**src/rtl/ssd_pkg.sv**
```systemverilog
// Shared definitions for the seven-segment scan controller.
// Holds the digit width, the default refresh constant and the nibble type.
// No ports; imported by ssd_scan_prescaler and ssd_scanner.
package ssd_pkg;
  localparam int DIGIT_W          = 4;
  localparam int SSD_PRESCALE_DEF = 50000;

  typedef logic [DIGIT_W-1:0] nibble_t;
endpackage

```
**src/rtl/ssd_scan_prescaler.sv**
```systemverilog
// Refresh-rate prescaler: free-running counter 0..PRESCALE-1 that marks slot ends.
// Ports: clk, rst (async active-high), tick (high for the single cycle cnt == PRESCALE-1).
// tick is decoded from the registered count, so it is glitch-free within a cycle.
module ssd_scan_prescaler
  import ssd_pkg::*;
#(
  parameter int PRESCALE = SSD_PRESCALE_DEF
) (
  input  logic clk,
  input  logic rst,
  output logic tick
);
  localparam int CW = (PRESCALE > 2) ? $clog2(PRESCALE) : 1;
  localparam logic [CW-1:0] LAST = CW'(PRESCALE - 1);

  logic [CW-1:0] cnt;

  assign tick = (cnt == LAST);

  always_ff @(posedge clk or posedge rst) begin
    if (rst) begin
      cnt <= '0;
    end else if (tick) begin
      cnt <= '0;
    end else begin
      cnt <= cnt + 1'b1;
    end
  end
endmodule

```
**src/rtl/ssd_scanner.sv**
```systemverilog
// Time-multiplexed scan controller for common-anode seven-segment digits.
// Ports: clk, rst (async active-high), load/value (double-buffered capture),
//        digit_data (active nibble), digit_en_n (one-cold enable), frame_done (wrap pulse).
// Optional macro SSD_SCAN_LZB_EN enables leading-zero blanking of digits above digit 0.
module ssd_scanner
  import ssd_pkg::*;
#(
  parameter int DIGITS   = 4,
  parameter int PRESCALE = SSD_PRESCALE_DEF
) (
  input  logic                  clk,
  input  logic                  rst,
  input  logic                  load,
  input  logic [4*DIGITS-1:0]   value,
  output nibble_t               digit_data,
  output logic [DIGITS-1:0]     digit_en_n,
  output logic                  frame_done
);
  localparam int IW = (DIGITS > 2) ? $clog2(DIGITS) : 1;
  localparam logic [IW-1:0] IDX_LAST = IW'(DIGITS - 1);
  localparam logic [DIGITS-1:0] ONE  = {{(DIGITS-1){1'b0}}, 1'b1};

  logic                  tick;
  logic [IW-1:0]         idx, idx_nxt;
  logic                  wrap;
  logic [4*DIGITS-1:0]   display, display_nxt, pending;
  logic                  pending_valid;
  nibble_t               nib_nxt;
  logic [DIGITS-1:0]     en_n_nxt;
  logic                  blank;

  ssd_scan_prescaler #(.PRESCALE(PRESCALE)) u_prescaler (
    .clk  (clk),
    .rst  (rst),
    .tick (tick)
  );

  // Outputs are registered from next-state values so the enable and the
  // nibble change on the same edge that advances the digit index.
  always_comb begin
    idx_nxt     = idx;
    wrap        = 1'b0;
    display_nxt = display;
    blank       = 1'b0;

    if (tick) begin
      if (idx == IDX_LAST) begin
        idx_nxt = '0;
        wrap    = 1'b1;
      end else begin
        idx_nxt = idx + 1'b1;
      end
    end

    // A load in the wrap cycle bypasses pending so it is not lost for a frame.
    if (wrap) begin
      if (load) begin
        display_nxt = value;
      end else if (pending_valid) begin
        display_nxt = pending;
      end
    end

    nib_nxt = display_nxt[DIGIT_W*idx_nxt +: DIGIT_W];

`ifdef SSD_SCAN_LZB_EN
    // Blank when this nibble and every higher one are zero; digit 0 always shows.
    blank = (idx_nxt != '0) && ((display_nxt >> (DIGIT_W*idx_nxt)) == '0);
`endif

    en_n_nxt = blank ? '1 : ~(ONE << idx_nxt);
  end

  always_ff @(posedge clk or posedge rst) begin
    if (rst) begin
      idx           <= '0;
      display       <= '0;
      pending       <= '0;
      pending_valid <= 1'b0;
      digit_data    <= '0;
      digit_en_n    <= '1;
      frame_done    <= 1'b0;
    end else begin
      idx     <= idx_nxt;
      display <= display_nxt;
      if (load) begin
        pending <= value;
      end
      if (wrap) begin
        pending_valid <= 1'b0;
      end else if (load) begin
        pending_valid <= 1'b1;
      end
      digit_data <= nib_nxt;
      digit_en_n <= en_n_nxt;
      frame_done <= wrap;
    end
  end
endmodule

```
**config.mk**
```make
export PLATFORM = sky130hd
export DESIGN_NAME = ssd_scanner
export DESIGN_NICKNAME = d
export VERILOG_FILES = /design/src/rtl/ssd_pkg.sv /design/src/rtl/ssd_scan_prescaler.sv /design/src/rtl/ssd_scanner.sv
export SDC_FILE = /design/constraint.sdc
export NUM_CORES = 1
export LEC_CHECK = 0
export CAP_MARGIN = 20
export CORE_ASPECT_RATIO = 0.6
export CORE_MARGIN = 4
export CORE_UTILIZATION = 60
export CTS_CLUSTER_DIAMETER = 80
export DETAILED_ROUTE_END_ITERATION = 8
export PLACE_DENSITY = 0.83
export SLEW_MARGIN = 10
export SYNTH_ARGS = -nofsm -noshare
export SYNTH_HDL_FRONTEND = slang
export SYNTH_SLANG_ARGS = --single-unit
```
**constraint.sdc**
```tcl
create_clock -name clk -period 4.2 [get_ports clk]
set_clock_uncertainty 0.15 [all_clocks]
set_input_delay 0.42 -clock clk [delete_from_list [all_inputs] [get_ports clk]]
set_output_delay 0.42 -clock clk [all_outputs]
set_load 0.01 [all_outputs]
```
==> results of run 1 <==
cell usage in the layout, fill, tap and decap left out, drive strengths merged, types with 4 or more instances in the layout:
master,n
dfrtp,56
nand2,38
clkdlybuf4s50,27
o21ai,18
nand3,16
inv,14
clkbuf,14
nor2,13
mux2,10
mux2i,9
xor2,7
a32oi,6
a22oi,6
a31oi,5
a21o,5
a21oi,5
xnor2,5
buf,5
nor2b,4
dfstp,4
final cells by class:
class,instances,share of cell area [%]
Clock buffer,14,4.65
Multi-Input combinational cell,179,35.8
Clock inverter,2,0.305
Inverter,14,1.60
Tap cell,60,2.29
Timing Repair Buffer,32,9.39
Sequential cell,60,45.9
how the worst min path moves through the flow:
stage                                   endpoint  cells past startpoint  slack (ns)                    startpoint
floorplan           u_prescaler.cnt[0]$_DFF_PP0_                      1        0.30  u_prescaler.cnt[0]$_DFF_PP0_
global placement    u_prescaler.cnt[0]$_DFF_PP0_                      1        0.33  u_prescaler.cnt[0]$_DFF_PP0_
detailed placement  u_prescaler.cnt[0]$_DFF_PP0_                      1        0.34  u_prescaler.cnt[0]$_DFF_PP0_
CTS                 u_prescaler.cnt[0]$_DFF_PP0_                      1        0.34  u_prescaler.cnt[0]$_DFF_PP0_
global route        u_prescaler.cnt[0]$_DFF_PP0_                      1        0.35  u_prescaler.cnt[0]$_DFF_PP0_
finish              u_prescaler.cnt[0]$_DFF_PP0_                      1        0.34  u_prescaler.cnt[0]$_DFF_PP0_
metal layers:
layer / share of wire (%) / track usage [%] / vias to the layer above
li1: - / - / 1002
met1: 49 / 36.0 / 1043
met2: 42 / 32.2 / 98
met3: 8.0 / 7.43 / 10
met4: 0.79 / 6.68 / 0
met5: 0 / 0 / -
kinds of logic (layout without fill, tap and decap cells):
logic type,count (synthesis),count (layout)
multiplexers,19,19
adder cells (fa/ha/maj),2,2
XOR/XNOR,12,12
buffers and inverters,27,62
AO/OA/AOI/OAI,55,55
AND/OR/NAND/NOR,91,91
flip-flops,60,60
flip-flops by register name (all words and copies together) (netlist names):
signal and flops:
frame_done 1, digit_en_n 4, digit_data 4, pending 16, idx 2, pending_valid 1, display 16, u_prescaler.cnt 16
where the power goes:
part / total [mW] / switching (mW) / internal, mW
Combinational: 0.0682 / 0.0344 / 0.0338
Sequential: 0.611 / 0.0131 / 0.598
Clock: 0.430 / 0.201 / 0.229
==> flow_summary.toml, run 1 <==
[cts]
max-clock-path-buffers = 2
clk_latency_ns = 0.33
cts_made_buffers = 9
clock_sinks = 60
clockRootBuffer = "clkbuf_8"
cts_tree = "built"
cts.clk_slew.worst_paths_ns = 0.06
post_cts_buffers = 0
hold_buffers = 0
htreeDepth = 3
cts.repair.resized = 0

[cells_and_area]
num-fill-cells = 297
diodes = 0
stdcell_area_mm2 = 0.00328
fin_util_pct = 76.2
multiInputGateArea_mm2 = 0.00117
syn_to_final_growth_pct = 17.1
layout-drive-gt1-share_pct = 13.0
regArea_mm2 = 0.00151
layout.nets = 317
finalNonFillerCells = 361

[detailed_routing]
ant_nets = 0
wl_per_cell_um = 16.8
vias = 2153
routed_wl_mm = 6.06
routed_via_density = 5.96
first_pass_iters = 5
drc = 0
drt_iter0_markers = 205

[outcome]
outcome = "completed"

[die]
start_util_pct = 65.1
die_x_um = 96.2
dieArea_mm2 = 0.00586
rows = 18
boundaryPins = 28
die_y_um = 60.9
placeableCoreArea_mm2 = 0.00430

[setup_path]
endpoint = "digit_data[1]$_DFF_PP0_"
crit_path_start_kind = "register"
regToRegEndpoint = "digit_data[1]$_DFF_PP0_"
cp_top_family = "simple AND/OR/NAND/NOR gates"
required_ns = 4.26
crit-reg2reg-launch = "u_prescaler.cnt[11]$_DFF_PP0_"
max_stage_delay_ns = 0.62
path_cells = "or4b_4 -> nor4_4 -> mux2i_1 -> inv_1 -> a221o_1 -> o22a_1"
cp_num_cells = 6
r2r_cells = 6
slowest_stage = "mux2i_1"
cp-startpoint = "u_prescaler.cnt[11]$_DFF_PP0_"
cp_num_buf_inv = 1
cp-end-kind = "register"
arrival_ns = 3.23
r2r_slack_ns = 1.04
path_class = "reg -> reg"
path_max_fanout = 7

[pwr]
p_leak_nw = 1.46
ir_worst_vdd_mv = 0.241
power_density_mw_per_mm2 = 338
total_power_mw = 1.11

[place]
dpl.hpwl_mm = 4.34
routabilityCongestion = 0.859
io_buffers = 27
post-place-ws_ns = 1.05
dpl_cell_area_mm2 = 0.00312
place_inst = 345

[yosys]
synth.cells.most_frequent = "dfrtp_1, nand2_1, o21ai_0, nand3_1, inv_1"
synth_compound_area_share_pct = 13.3
syn_area_per_cell_um2 = 10.5
synth_area_leader_cell = "dfrtp_1"
synthMuxAreaShare_pct = 7.24
ys_seq_elements = 60
async_flop_share_pct = 100
netlist_area_mm2 = 0.00280
synth-adder-area-share_pct = 0.894
yosys.area_share.simple_pct = 16.8
synthMostInstantiatedCell = "dfrtp_1"
synth_cell_types = 39
ys_warn_count = 0
synth_area_leaders = "dfrtp_1, nand2_1, mux2_2"
synthCells = 266
synth_edf_count = 0
yosysSeqAreaShare_pct = 53.8
synth_top_family_by_area = "simple AND/OR/NAND/NOR gates"
synth-xor-area-share_pct = 3.75
syn_nets = 287
synth_top_area_share_pct = 50.0
ys.flop_type = "dfrtp_1"

[sta]
relSlewSlack_pct = 43.5
setup_ws_ns = 1.04
min_period_ns = 3.16
worstMarginPinSlew_ns = 0.847
fin_crit_sh_pct = 75.3
fmax_mhz = 316
hold_ws_ns = 0.344
rsz0062_at_grt = "false"
setup_tns_ns = 0
finalSetupViolCount = 0
hold_violations = 0
report.final.slew_viol_count = 0

[grt]
grt_pass1_vias = 2051
grt_pass1_wl_mm = 10.1
grt_max_degree = 43
antenna_found_initial = 0
globalRoute.totalOverflow = 0
track_usage_pct = 23.6

[hold_path]
hold_path.class = "reg -> reg"

[job]
drv_cap = 0
No activity file was read; power rests on OpenSTA's default activity.
==> inputs of run 2 (changes only) <==
--- a/config.mk
+++ b/config.mk
@@ -8,10 +8,10 @@
 export CAP_MARGIN = 20
 export CORE_ASPECT_RATIO = 0.6
 export CORE_MARGIN = 4
-export CORE_UTILIZATION = 60
+export CORE_UTILIZATION = 51
 export CTS_CLUSTER_DIAMETER = 80
 export DETAILED_ROUTE_END_ITERATION = 8
-export PLACE_DENSITY = 0.83
+export PLACE_DENSITY = 0.75
 export SLEW_MARGIN = 10
 export SYNTH_ARGS = -nofsm -noshare
 export SYNTH_HDL_FRONTEND = slang
==> constraint.sdc (replaced) <==
create_clock -name clk -period 2.6 [get_ports clk]
set_clock_uncertainty 0.15 [all_clocks]
set_input_delay 0.26 -clock clk [delete_from_list [all_inputs] [get_ports clk]]
set_output_delay 0.26 -clock clk [all_outputs]
set_load 0.01 [all_outputs]
==> run 2 against run 1 <==
Net effect: total power increased by 66%; largest power group unchanged; via count shrank 1.3%; wire length rose by 5.3%.
==> flow_summary.toml, run 2 (synthesis gave the netlist of run 1 again) <==
[cts]
htreeDepth = 3
clk_latency_ns = 0.34
cts.clk_slew.worst_paths_ns = 0.07
clock_sinks = 60
clockRootBuffer = "clkbuf_8"
cts_tree = "built"
cts_made_buffers = 9
max-clock-path-buffers = 2

[pwr]
power_density_mw_per_mm2 = 529
total_power_mw = 1.84
p_leak_nw = 1.55
ir_worst_vdd_mv = 0.355

[cells_and_area]
most-common-layout-cells = "dfrtp_1, nand2_1, clkdlybuf4s50_1, o21ai_0, buf_4"
multiInputGateArea_mm2 = 0.00119
syn_to_final_growth_pct = 23.9
num-fill-cells = 391
diodes = 0
final_common_cell = "dfrtp_1"
regArea_mm2 = 0.00151
layout.nets = 333
top_regs = "display: 16 flops, pending: 16 flops, u_prescaler.cnt: 16 flops"
finalNonFillerCells = 382
layout-drive-gt1-share_pct = 19.0

[grt]
grt_pass1_wl_mm = 10.7
grt_max_degree = 61
antenna_found_initial = 0
track_usage_pct = 20.6
grt_pass1_vias = 2104
globalRoute.totalOverflow = 0

[detailed_routing]
vias = 2126
ant_nets = 0
routed_via_density = 5.57
routed_wl_mm = 6.38
wl_per_cell_um = 16.7
drc = 0
first_pass_iters = 4
drt_iter0_markers = 163

[die]
die_x_um = 104
dieArea_mm2 = 0.00678
rows = 20
die_y_um = 65.4
boundaryPins = 28
start_util_pct = 54.1
placeableCoreArea_mm2 = 0.00518

[setup_path]
path_class = "reg -> reg"
r2r_cells = 7
crit-reg2reg-launch = "u_prescaler.cnt[7]$_DFF_PP0_"
arrival_ns = 2.64
path_max_fanout = 7
cp-end-kind = "register"
r2r_slack_ns = 0.03
crit_path_start_kind = "register"
required_ns = 2.67
regToRegEndpoint = "digit_data[1]$_DFF_PP0_"

[sta]
fmax_mhz = 389
relSlewSlack_pct = 61.9
finalSetupViolCount = 0
min_period_ns = 2.57
report.final.slew_viol_count = 0
rsz0062_at_grt = "true"
worstMarginPinSlew_ns = 0.572
hold_violations = 0
fin_crit_sh_pct = 99.0
setup_tns_ns = 0

[outcome]
outcome = "completed"

[place]
io_buffers = 27
dpl.hpwl_mm = 4.25
place_inst = 358
routabilityCongestion = 0.831

[hold_path]
hold_path.class = "in -> async"

[job]
drv_cap = 0
==> run 2: where the power goes <==
group | switching (mW) | internal (mW) | total [mW]
clock network | 0.344 | 0.390 | 0.734
registers | 0.0198 | 0.966 | 0.986
logic | 0.0576 | 0.0601 | 0.118
==> run 2: metal layers <==
layer  global-route usage, %  wire (um)
met1                    29.0       3030
met2                    28.7       2760
met3                    7.46        510
met4                    8.79         86
met5                       0          0
==> run 2: final cells by class <==
cell class                      count  area share (%)
Multi-Input combinational cell    179            34.3
Tap cell                           66            2.38
Sequential cell                    60            43.4
Timing Repair Buffer               48            13.4
Clock buffer                       13            4.58
Clock inverter                      2           0.288
Inverter                           14            1.59
==> run 2: how the worst max path moves through the flow <==
stage,startpoint,to
after floorplan,u_prescaler.cnt[10]$_DFF_PP0_,digit_data[0]$_DFF_PP0_
after global placement,u_prescaler.cnt[10]$_DFF_PP0_,digit_data[1]$_DFF_PP0_
after detailed placement,u_prescaler.cnt[10]$_DFF_PP0_,digit_data[1]$_DFF_PP0_
after CTS,u_prescaler.cnt[12]$_DFF_PP0_,digit_data[1]$_DFF_PP0_
after global routing,u_prescaler.cnt[7]$_DFF_PP0_,digit_data[1]$_DFF_PP0_
final,u_prescaler.cnt[7]$_DFF_PP0_,digit_data[1]$_DFF_PP0_
==> run 2: what timing repair did <==
action,4_1_cts,5_1_grt
resized for setup,1,2
buffers inserted,2,7
pin swaps,1,2
setup endpoints to repair,2,4
hold buffers,0,0
==> run 2: worst max-delay path: stages (launching register included) <==
cell,delay [ns]
dfrtp_1,0.40
or4b_4,0.56
nor4_4,0.31
buf_4,0.19
mux2i_4,0.27
inv_4,0.08
a221o_1,0.29
o22a_1,0.21
==> run 2: metrics by stage <==
step                setup WS [ns]  instance area [um^2]  hold WS, ns  utilization [%]
finish                     0.0261                  3470        0.135             67.0
global route              -0.0437                  3470        0.171             67.0
CTS                       0.00216                  3410        0.149             65.9
detailed placement        -0.0662                  3220        0.329             62.2
global placement           0.0563                  3220        0.324             62.2
floorplan                 0.00669                  2810        0.238                -
